==> config.mk <==
export PLATFORM = sky130hd
export DESIGN_NAME = pipeline_mem_arbiter_flat
export DESIGN_NICKNAME = d
export VERILOG_FILES = /design/src/rtl/pipeline_mem_arbiter_pkg.sv /design/src/rtl/pipeline_mem_arbiter_if.sv /design/src/rtl/pipeline_mem_arbiter_stats.sv /design/src/rtl/pipeline_mem_arbiter.sv /design/src/flat_wrapper.sv
export SDC_FILE = /design/constraint.sdc
export NUM_CORES = 1
export LEC_CHECK = 0
export CORE_ASPECT_RATIO = 1.75
export CORE_UTILIZATION = 36
export CTS_CLUSTER_SIZE = 28
export DETAILED_ROUTE_END_ITERATION = 8
export PLACE_DENSITY = 0.81
export SETUP_SLACK_MARGIN = 0.02
export SYNTH_ARGS = -nofsm -noshare
export SYNTH_HDL_FRONTEND = slang
export SYNTH_SLANG_ARGS = --single-unit
export TNS_END_PERCENT = 20
==> constraint.sdc <==
create_clock -name clk -period 1.55 [get_ports clk]
set_input_delay 0.2325 -clock clk [delete_from_list [all_inputs] [get_ports clk]]
set_output_delay 0.2325 -clock clk [all_outputs]
set_load 0.01 [all_outputs]
==> src/rtl/pipeline_mem_arbiter_pkg.sv <==
// Shared types and constants for the pipeline/host memory arbiter.
package pipeline_mem_arbiter_pkg;

  typedef enum logic [2:0] {
    ST_RUN    = 3'd0,
    ST_DRAIN  = 3'd1,
    ST_STALL  = 3'd2,
    ST_ACCESS = 3'd3,
    ST_RDWAIT = 3'd4,
    ST_ACK    = 3'd5,
    ST_RESUME = 3'd6
  } arb_state_t;

  localparam logic [31:0] NOP_INSTR = 32'h0;

  localparam logic HOST_IMEM = 1'b0;
  localparam logic HOST_DMEM = 1'b1;

endpackage

==> src/rtl/pipeline_mem_arbiter_if.sv <==
// Host request channel between the software-register block and the arbiter.
interface pipeline_mem_arbiter_if #(
  parameter int PC_WIDTH = 9
) ();

  logic                host_req;
  logic                host_hold;
  logic                host_sel;
  logic                host_we;
  logic [PC_WIDTH-1:0] host_addr;
  logic [63:0]         host_wdata;
  logic                host_ack;
  logic [63:0]         host_rdata;

  modport master (
    output host_req, host_hold, host_sel, host_we, host_addr, host_wdata,
    input  host_ack, host_rdata
  );

  modport slave (
    input  host_req, host_hold, host_sel, host_we, host_addr, host_wdata,
    output host_ack, host_rdata
  );

endinterface

==> src/rtl/pipeline_mem_arbiter_stats.sv <==
// Stall-cycle and access counters; present only when PIPE_ARB_STATS_EN is defined.
`ifdef PIPE_ARB_STATS_EN
module pipe_arb_stats (
  input  logic        clk,
  input  logic        rst_n,
  input  logic        core_en,
  input  logic        host_ack,
  output logic [31:0] stall_cycles,
  output logic [15:0] access_count
);

  always_ff @(posedge clk) begin
    if (!rst_n) begin
      stall_cycles <= '0;
      access_count <= '0;
    end else begin
      if (!core_en && (stall_cycles != '1))
        stall_cycles <= stall_cycles + 32'd1;
      if (host_ack)
        access_count <= access_count + 16'd1;
    end
  end

endmodule
`endif

==> src/rtl/pipeline_mem_arbiter.sv <==
// Drains and stalls the 5-stage pipeline, performs single-word host memory accesses, then resumes.
// Optional counters (stall_cycles, access_count) are built when PIPE_ARB_STATS_EN is defined.
module pipeline_mem_arbiter
  import pipeline_mem_arbiter_pkg::*;
#(
  parameter int PC_WIDTH     = 9,
  parameter int DMEM_AW      = 8,
  parameter int DRAIN_CYCLES = 4
) (
  input  logic                 clk,
  input  logic                 rst_n,
  pipeline_mem_arbiter_if.slave host,
  input  logic [31:0]          imem_rdata,
  input  logic [63:0]          dmem_rdata,
  output logic                 core_en,
  output logic                 fetch_nop,
  output logic                 imem_host,
  output logic                 dmem_host,
  output logic [PC_WIDTH-1:0]  mem_addr,
  output logic [63:0]          mem_wdata,
  output logic                 imem_we,
  output logic                 dmem_we,
  output logic                 busy
`ifdef PIPE_ARB_STATS_EN
  ,
  output logic [31:0]          stall_cycles,
  output logic [15:0]          access_count
`endif
);

  localparam int DRAIN_CW = (DRAIN_CYCLES > 1) ? $clog2(DRAIN_CYCLES) : 1;
  // Address bits above the data memory's width never reach the data memory port.
  localparam logic [PC_WIDTH-1:0] DMEM_MASK = PC_WIDTH'((64'd1 << DMEM_AW) - 64'd1);

  arb_state_t          state, state_nxt;
  logic [DRAIN_CW-1:0] drain_cnt;
  logic                lat_sel;
  logic                lat_we;
  logic [PC_WIDTH-1:0] lat_addr;
  logic [63:0]         lat_wdata;

  always_ff @(posedge clk) begin
    if (!rst_n) begin
      state           <= ST_RUN;
      drain_cnt       <= '0;
      lat_sel         <= HOST_IMEM;
      lat_we          <= 1'b0;
      lat_addr        <= '0;
      lat_wdata       <= '0;
      host.host_rdata <= '0;
    end else begin
      state <= state_nxt;
      case (state)
        ST_RUN: begin
          if (host.host_req || host.host_hold)
            drain_cnt <= DRAIN_CW'(DRAIN_CYCLES - 1);
        end
        ST_DRAIN: begin
          if (drain_cnt != '0)
            drain_cnt <= drain_cnt - DRAIN_CW'(1);
        end
        ST_STALL: begin
          if (host.host_req) begin
            lat_sel   <= host.host_sel;
            lat_we    <= host.host_we;
            lat_addr  <= host.host_addr;
            lat_wdata <= host.host_wdata;
          end
        end
        ST_RDWAIT: begin
          if (!lat_we)
            host.host_rdata <= (lat_sel == HOST_DMEM) ? dmem_rdata : {32'h0, imem_rdata};
        end
        default: ;
      endcase
    end
  end

  // Every output is a decode of the state plus latched fields; no host input reaches a strobe.
  always_comb begin
    state_nxt     = state;
    core_en       = 1'b0;
    fetch_nop     = 1'b0;
    imem_host     = 1'b0;
    dmem_host     = 1'b0;
    mem_addr      = '0;
    mem_wdata     = '0;
    imem_we       = 1'b0;
    dmem_we       = 1'b0;
    busy          = 1'b1;
    host.host_ack = 1'b0;

    case (state)
      ST_RUN: begin
        core_en = 1'b1;
        busy    = 1'b0;
        if (host.host_req || host.host_hold)
          state_nxt = ST_DRAIN;
      end
      ST_DRAIN: begin
        core_en   = 1'b1;
        fetch_nop = 1'b1;
        if (drain_cnt == '0)
          state_nxt = ST_STALL;
      end
      ST_STALL: begin
        if (host.host_req)
          state_nxt = ST_ACCESS;
        else if (!host.host_hold)
          state_nxt = ST_RESUME;
      end
      ST_ACCESS, ST_RDWAIT: begin
        imem_host = (lat_sel == HOST_IMEM);
        dmem_host = (lat_sel == HOST_DMEM);
        mem_addr  = (lat_sel == HOST_DMEM) ? (lat_addr & DMEM_MASK) : lat_addr;
        mem_wdata = lat_wdata;
        if (state == ST_ACCESS) begin
          imem_we   = lat_we && (lat_sel == HOST_IMEM);
          dmem_we   = lat_we && (lat_sel == HOST_DMEM);
          state_nxt = ST_RDWAIT;
        end else begin
          state_nxt = ST_ACK;
        end
      end
      ST_ACK: begin
        host.host_ack = 1'b1;
        state_nxt     = ST_STALL;
      end
      ST_RESUME: begin
        fetch_nop = 1'b1;
        state_nxt = ST_RUN;
      end
      default: state_nxt = ST_RUN;
    endcase
  end

`ifdef PIPE_ARB_STATS_EN
  pipe_arb_stats u_stats (
    .clk          (clk),
    .rst_n        (rst_n),
    .core_en      (core_en),
    .host_ack     (host.host_ack),
    .stall_cycles (stall_cycles),
    .access_count (access_count)
  );
`endif

endmodule

==> src/flat_wrapper.sv <==
// flat-port wrapper written by rule: the top's interface ports become plain ports
module pipeline_mem_arbiter_flat import pipeline_mem_arbiter_pkg::*;
#(
  parameter int PC_WIDTH     = 9,
  parameter int DMEM_AW      = 8,
  parameter int DRAIN_CYCLES = 4
)
  (clk, rst_n, imem_rdata, dmem_rdata, core_en, fetch_nop, imem_host, dmem_host, mem_addr, mem_wdata, imem_we, dmem_we, busy, host_host_req, host_host_hold, host_host_sel, host_host_we, host_host_addr, host_host_wdata, host_host_ack, host_host_rdata);
  pipeline_mem_arbiter_if #(.PC_WIDTH(PC_WIDTH)) host_i ();
  input  logic clk;
  input  logic rst_n;
  input  logic [31:0] imem_rdata;
  input  logic [63:0] dmem_rdata;
  output logic core_en;
  output logic fetch_nop;
  output logic imem_host;
  output logic dmem_host;
  output logic [PC_WIDTH-1:0] mem_addr;
  output logic [63:0] mem_wdata;
  output logic imem_we;
  output logic dmem_we;
  output logic busy;
  input wire logic [$bits(host_i.host_req)-1:0] host_host_req;
  input wire logic [$bits(host_i.host_hold)-1:0] host_host_hold;
  input wire logic [$bits(host_i.host_sel)-1:0] host_host_sel;
  input wire logic [$bits(host_i.host_we)-1:0] host_host_we;
  input wire logic [$bits(host_i.host_addr)-1:0] host_host_addr;
  input wire logic [$bits(host_i.host_wdata)-1:0] host_host_wdata;
  output wire logic [$bits(host_i.host_ack)-1:0] host_host_ack;
  output wire logic [$bits(host_i.host_rdata)-1:0] host_host_rdata;
  assign host_i.host_req = host_host_req;
  assign host_i.host_hold = host_host_hold;
  assign host_i.host_sel = host_host_sel;
  assign host_i.host_we = host_host_we;
  assign host_i.host_addr = host_host_addr;
  assign host_i.host_wdata = host_host_wdata;
  assign host_host_ack = host_i.host_ack;
  assign host_host_rdata = host_i.host_rdata;
  pipeline_mem_arbiter #(.PC_WIDTH(PC_WIDTH), .DMEM_AW(DMEM_AW), .DRAIN_CYCLES(DRAIN_CYCLES)) u_core (.clk(clk), .rst_n(rst_n), .host(host_i), .imem_rdata(imem_rdata), .dmem_rdata(dmem_rdata), .core_en(core_en), .fetch_nop(fetch_nop), .imem_host(imem_host), .dmem_host(dmem_host), .mem_addr(mem_addr), .mem_wdata(mem_wdata), .imem_we(imem_we), .dmem_we(dmem_we), .busy(busy));
endmodule
==> results.sh <==
export IMPL_ant_nets=0
export IMPL_worstMarginPinSlew_ps=417
export IMPL_cp_start_kind="flip-flop"
export IMPL_grt_usage_pct=23.3
export IMPL_r2r_slack_ps=-20
export IMPL_portBuffers=319
export IMPL_antenna_found_initial=0
export IMPL_io_pins=320
export IMPL_cts_buffers=17
export IMPL_dp_final_hpwl_um=15200
export IMPL_diodes=0
export IMPL_fmax_mhz=498
export IMPL_fp_dieW_um=102
export IMPL_powerDensity_mw_per_mm2=885
export IMPL_setup_violations=97
export IMPL_hold_viol=0
export IMPL_yosys_warnings=0
export IMPL_syn_nets=926
export IMPL_ctsRootBufferMaster="clkbuf_16"
export IMPL_timing_rr_start="u_core.state[1]"
export IMPL_num_vias=6574
export IMPL_grt_met1_usage_pct=23.9
export IMPL_layout_common_cells="173 x clkdlybuf4s50_1, 142 x nand2_1, 140 x dfxtp_1"
export IMPL_cts_clk_slew_worst_paths_ps=70
export IMPL_cts_path_max_buffers=2
export IMPL_place_inst=1266
export IMPL_fp_dieH_um=177
export IMPL_timing_rr_end="u_core.lat_addr[0]"
export IMPL_clock_skew_ps=14.8
export IMPL_cp_required_ps=1320
export IMPL_yosysSeqAreaShare_pct=46.0
export IMPL_synth_area_sq_mm=0.00627
export IMPL_maxCapViolCount=0
export IMPL_start_util_pct=36.8
export IMPL_r2r_cells=7
export IMPL_violations="negative setup slack"
export IMPL_syn2layout_area_growth_pct=75.2
export IMPL_vias_per_cell=5.03
export IMPL_grt_met3_usage_pct=5.13
export IMPL_worstHoldStart="rst_n"
export IMPL_syn_avg_cell_area_sq_um=8.36
export IMPL_grt_pass1_vias=6325
export IMPL_nFillCells=1425
export IMPL_core_area_sq_mm=0.0170
export IMPL_synth_edff_count=0
export IMPL_rsz0062_at_grt="yes"
export IMPL_clock_latency_ps=410
export IMPL_dieArea_sq_mm=0.0180
export IMPL_dr_first_iter_drc_count=214
export IMPL_cts_tree="built"
export IMPL_rows=63
export IMPL_async_flop_share_pct=0
export IMPL_path_max_fanout=7
export IMPL_slowest_stage="dfxtp_2"
export IMPL_hold_end="u_core.lat_wdata[1]"
export IMPL_status="finished with violations"
export IMPL_clock_sinks=144
export IMPL_ys_ff_latch=144
export IMPL_grt_max_degree=52
export IMPL_worstPathArrival_ps=1780
export IMPL_peakVddDrop_v=0.000681
export IMPL_p_leak_nw=5.64
export IMPL_nNetsFinal=1245
export IMPL_drc_errors=0
export IMPL_final_area_sq_mm=0.0110
export IMPL_period_minus_slack_ps=2010
export IMPL_grt_ovfl_total=0
export IMPL_setup_ws_ps=-458
export IMPL_layout_commonest_cell="clkdlybuf4s50_1"
export IMPL_ys_flop_type="dfxtp_1"
export IMPL_end_kind="output pin"
export IMPL_hold_ws_ps=182
export IMPL_final_util_pct=64.5
export IMPL_slew_headroom_pct=71.5
export IMPL_slew_violations=0
export IMPL_use_met2_pct=43.1
export IMPL_hold_class="in2reg"
export IMPL_syn_inst=750
export IMPL_drtPass1Iterations=4
export IMPL_p_total_w=0.00972
export IMPL_crit_type="reg2out"
export IMPL_synth_cell_types=35
export IMPL_grt_first_pass_wirelength_um=31900
export IMPL_finalNonFillerCells=1308
export IMPL_place_gp_congestion=0.818
export IMPL_cpPeakStageDelay_ps=330
export IMPL_holdPathStages=3
export IMPL_wl_per_cell_um=17.0
export IMPL_crit_chain="nor2b_4 > a22o_4 > buf_12 > buf_16 > buf_6 > and2_4 > buf_6"
export IMPL_cts_hold_buf=0
export IMPL_fin_crit_sh_pct=130
export IMPL_path_common_cell="buf_6"
export IMPL_busiest_layer="met2"
export IMPL_htree_num_levels=4
export IMPL_placed_cell_area_sq_mm=0.00992
export IMPL_drt_wl_total_um=22300
export IMPL_drive_gt1_share_pct=21.5
kinds of logic (layout without fill, tap and decap cells):
logic type / Yosys count / after routing / share of synthesized area (%)
flops: 144 / 144 / 46.0
fa+ha+maj: 2 / 2 / 0.359
simple gates: 343 / 343 / 26.6
mux: 32 / 32 / 5.11
compound gates: 150 / 150 / 16.3
buf+inv: 79 / 410 / 5.70
registers in the layout, summed over array words and instances (netlist names):
| signal | cells |
|---|---|
| u_core.host.host_rdata | 64 |
| u_core.lat_sel | 1 |
| u_core.drain_cnt | 2 |
| u_core.lat_we | 1 |
| u_core.lat_addr | 9 |
| u_core.state | 3 |
| u_core.lat_wdata | 64 |
repair_timing:
| action | in CTS | in global routing |
|---|---|---|
| endpoints found under the setup margin | 161 | 218 |
| cloned | 3 | 3 |
| setup buffers | 4 | 1 |
| endpoints found under the hold margin | 0 | 0 |
| pin swaps | 13 | 32 |
| resized for setup | 343 | 187 |
worst max path at each step:
| stage | from | end | slack (ps) | cells past startpoint |
|---|---|---|---|---|
| final | u_core.state[1] | mem_wdata[20] | -460 | 7 |
| after global routing | u_core.state[1] | mem_wdata[20] | -510 | 7 |
| after CTS | u_core.state[1] | mem_addr[5] | -560 | 6 |
| after detailed placement | u_core.state[1] | mem_addr[5] | -340 | 5 |
| after global placement | u_core.state[1] | mem_addr[5] | -290 | 5 |
| after floorplan | u_core.state[1] | mem_wdata[13] | 10 | 6 |
critical path, delay by kind of cell (launching register included):
kind                   cells  cell delay [ps]
buffers and inverters      4              520
flip-flops                 1              330
AO/OA/AOI/OAI              1              250
AND/OR/NAND/NOR            2              260
area by class of cell:
class	instances	area [sq um]	share of cell area, %
clock buffer	18	439	4.00
multi-input combinational	527	3200	29.1
tap	227	284	2.58
timing repair buffer	375	4010	36.5
clock inverter	13	154	1.40
inverter	4	15.0	0.137
sequential	144	2890	26.3
Yosys cell counts, types with 4 or more instances:
| cell type | count | area, sq um |
|---|---|---|
| a21boi_0 | 18 | 135 |
| a21boi_1 | 15 | 113 |
| and2_1 | 74 | 463 |
| buf_2 | 22 | 110 |
| clkbuf_1 | 44 | 165 |
| dfxtp_1 | 144 | 2880 |
| inv_1 | 4 | 15.0 |
| mux2i_1 | 32 | 320 |
| nand2_1 | 142 | 533 |
| nand3_1 | 108 | 541 |
| nor2_1 | 7 | 26.3 |
| o211a_1 | 34 | 340 |
| o21ai_0 | 73 | 365 |
| o21ai_1 | 4 | 20.0 |
per-stage QoR:
step / TNS, ps / setup WS (ps)
6_report: -26490 / -458
5_1_grt: -34650 / -507
4_1_cts: -30250 / -556
3_5_place_dp: -27650 / -344
3_3_place_gp: -19420 / -286
2_1_floorplan: 0 / 10.9
where the power goes:
group          internal (W)  switching (W)
clock network       0.00244        0.00169
registers           0.00384      0.0000829
logic              0.000966       0.000702
routing by layer:
metal / share of wire (%) / up-vias
met5: 0 / -
met4: 3.7 / 0
met3: 5.7 / 45
met2: 55 / 249
met1: 36 / 3087
li1: - / 3193
(Power assumes the default switching activity.)
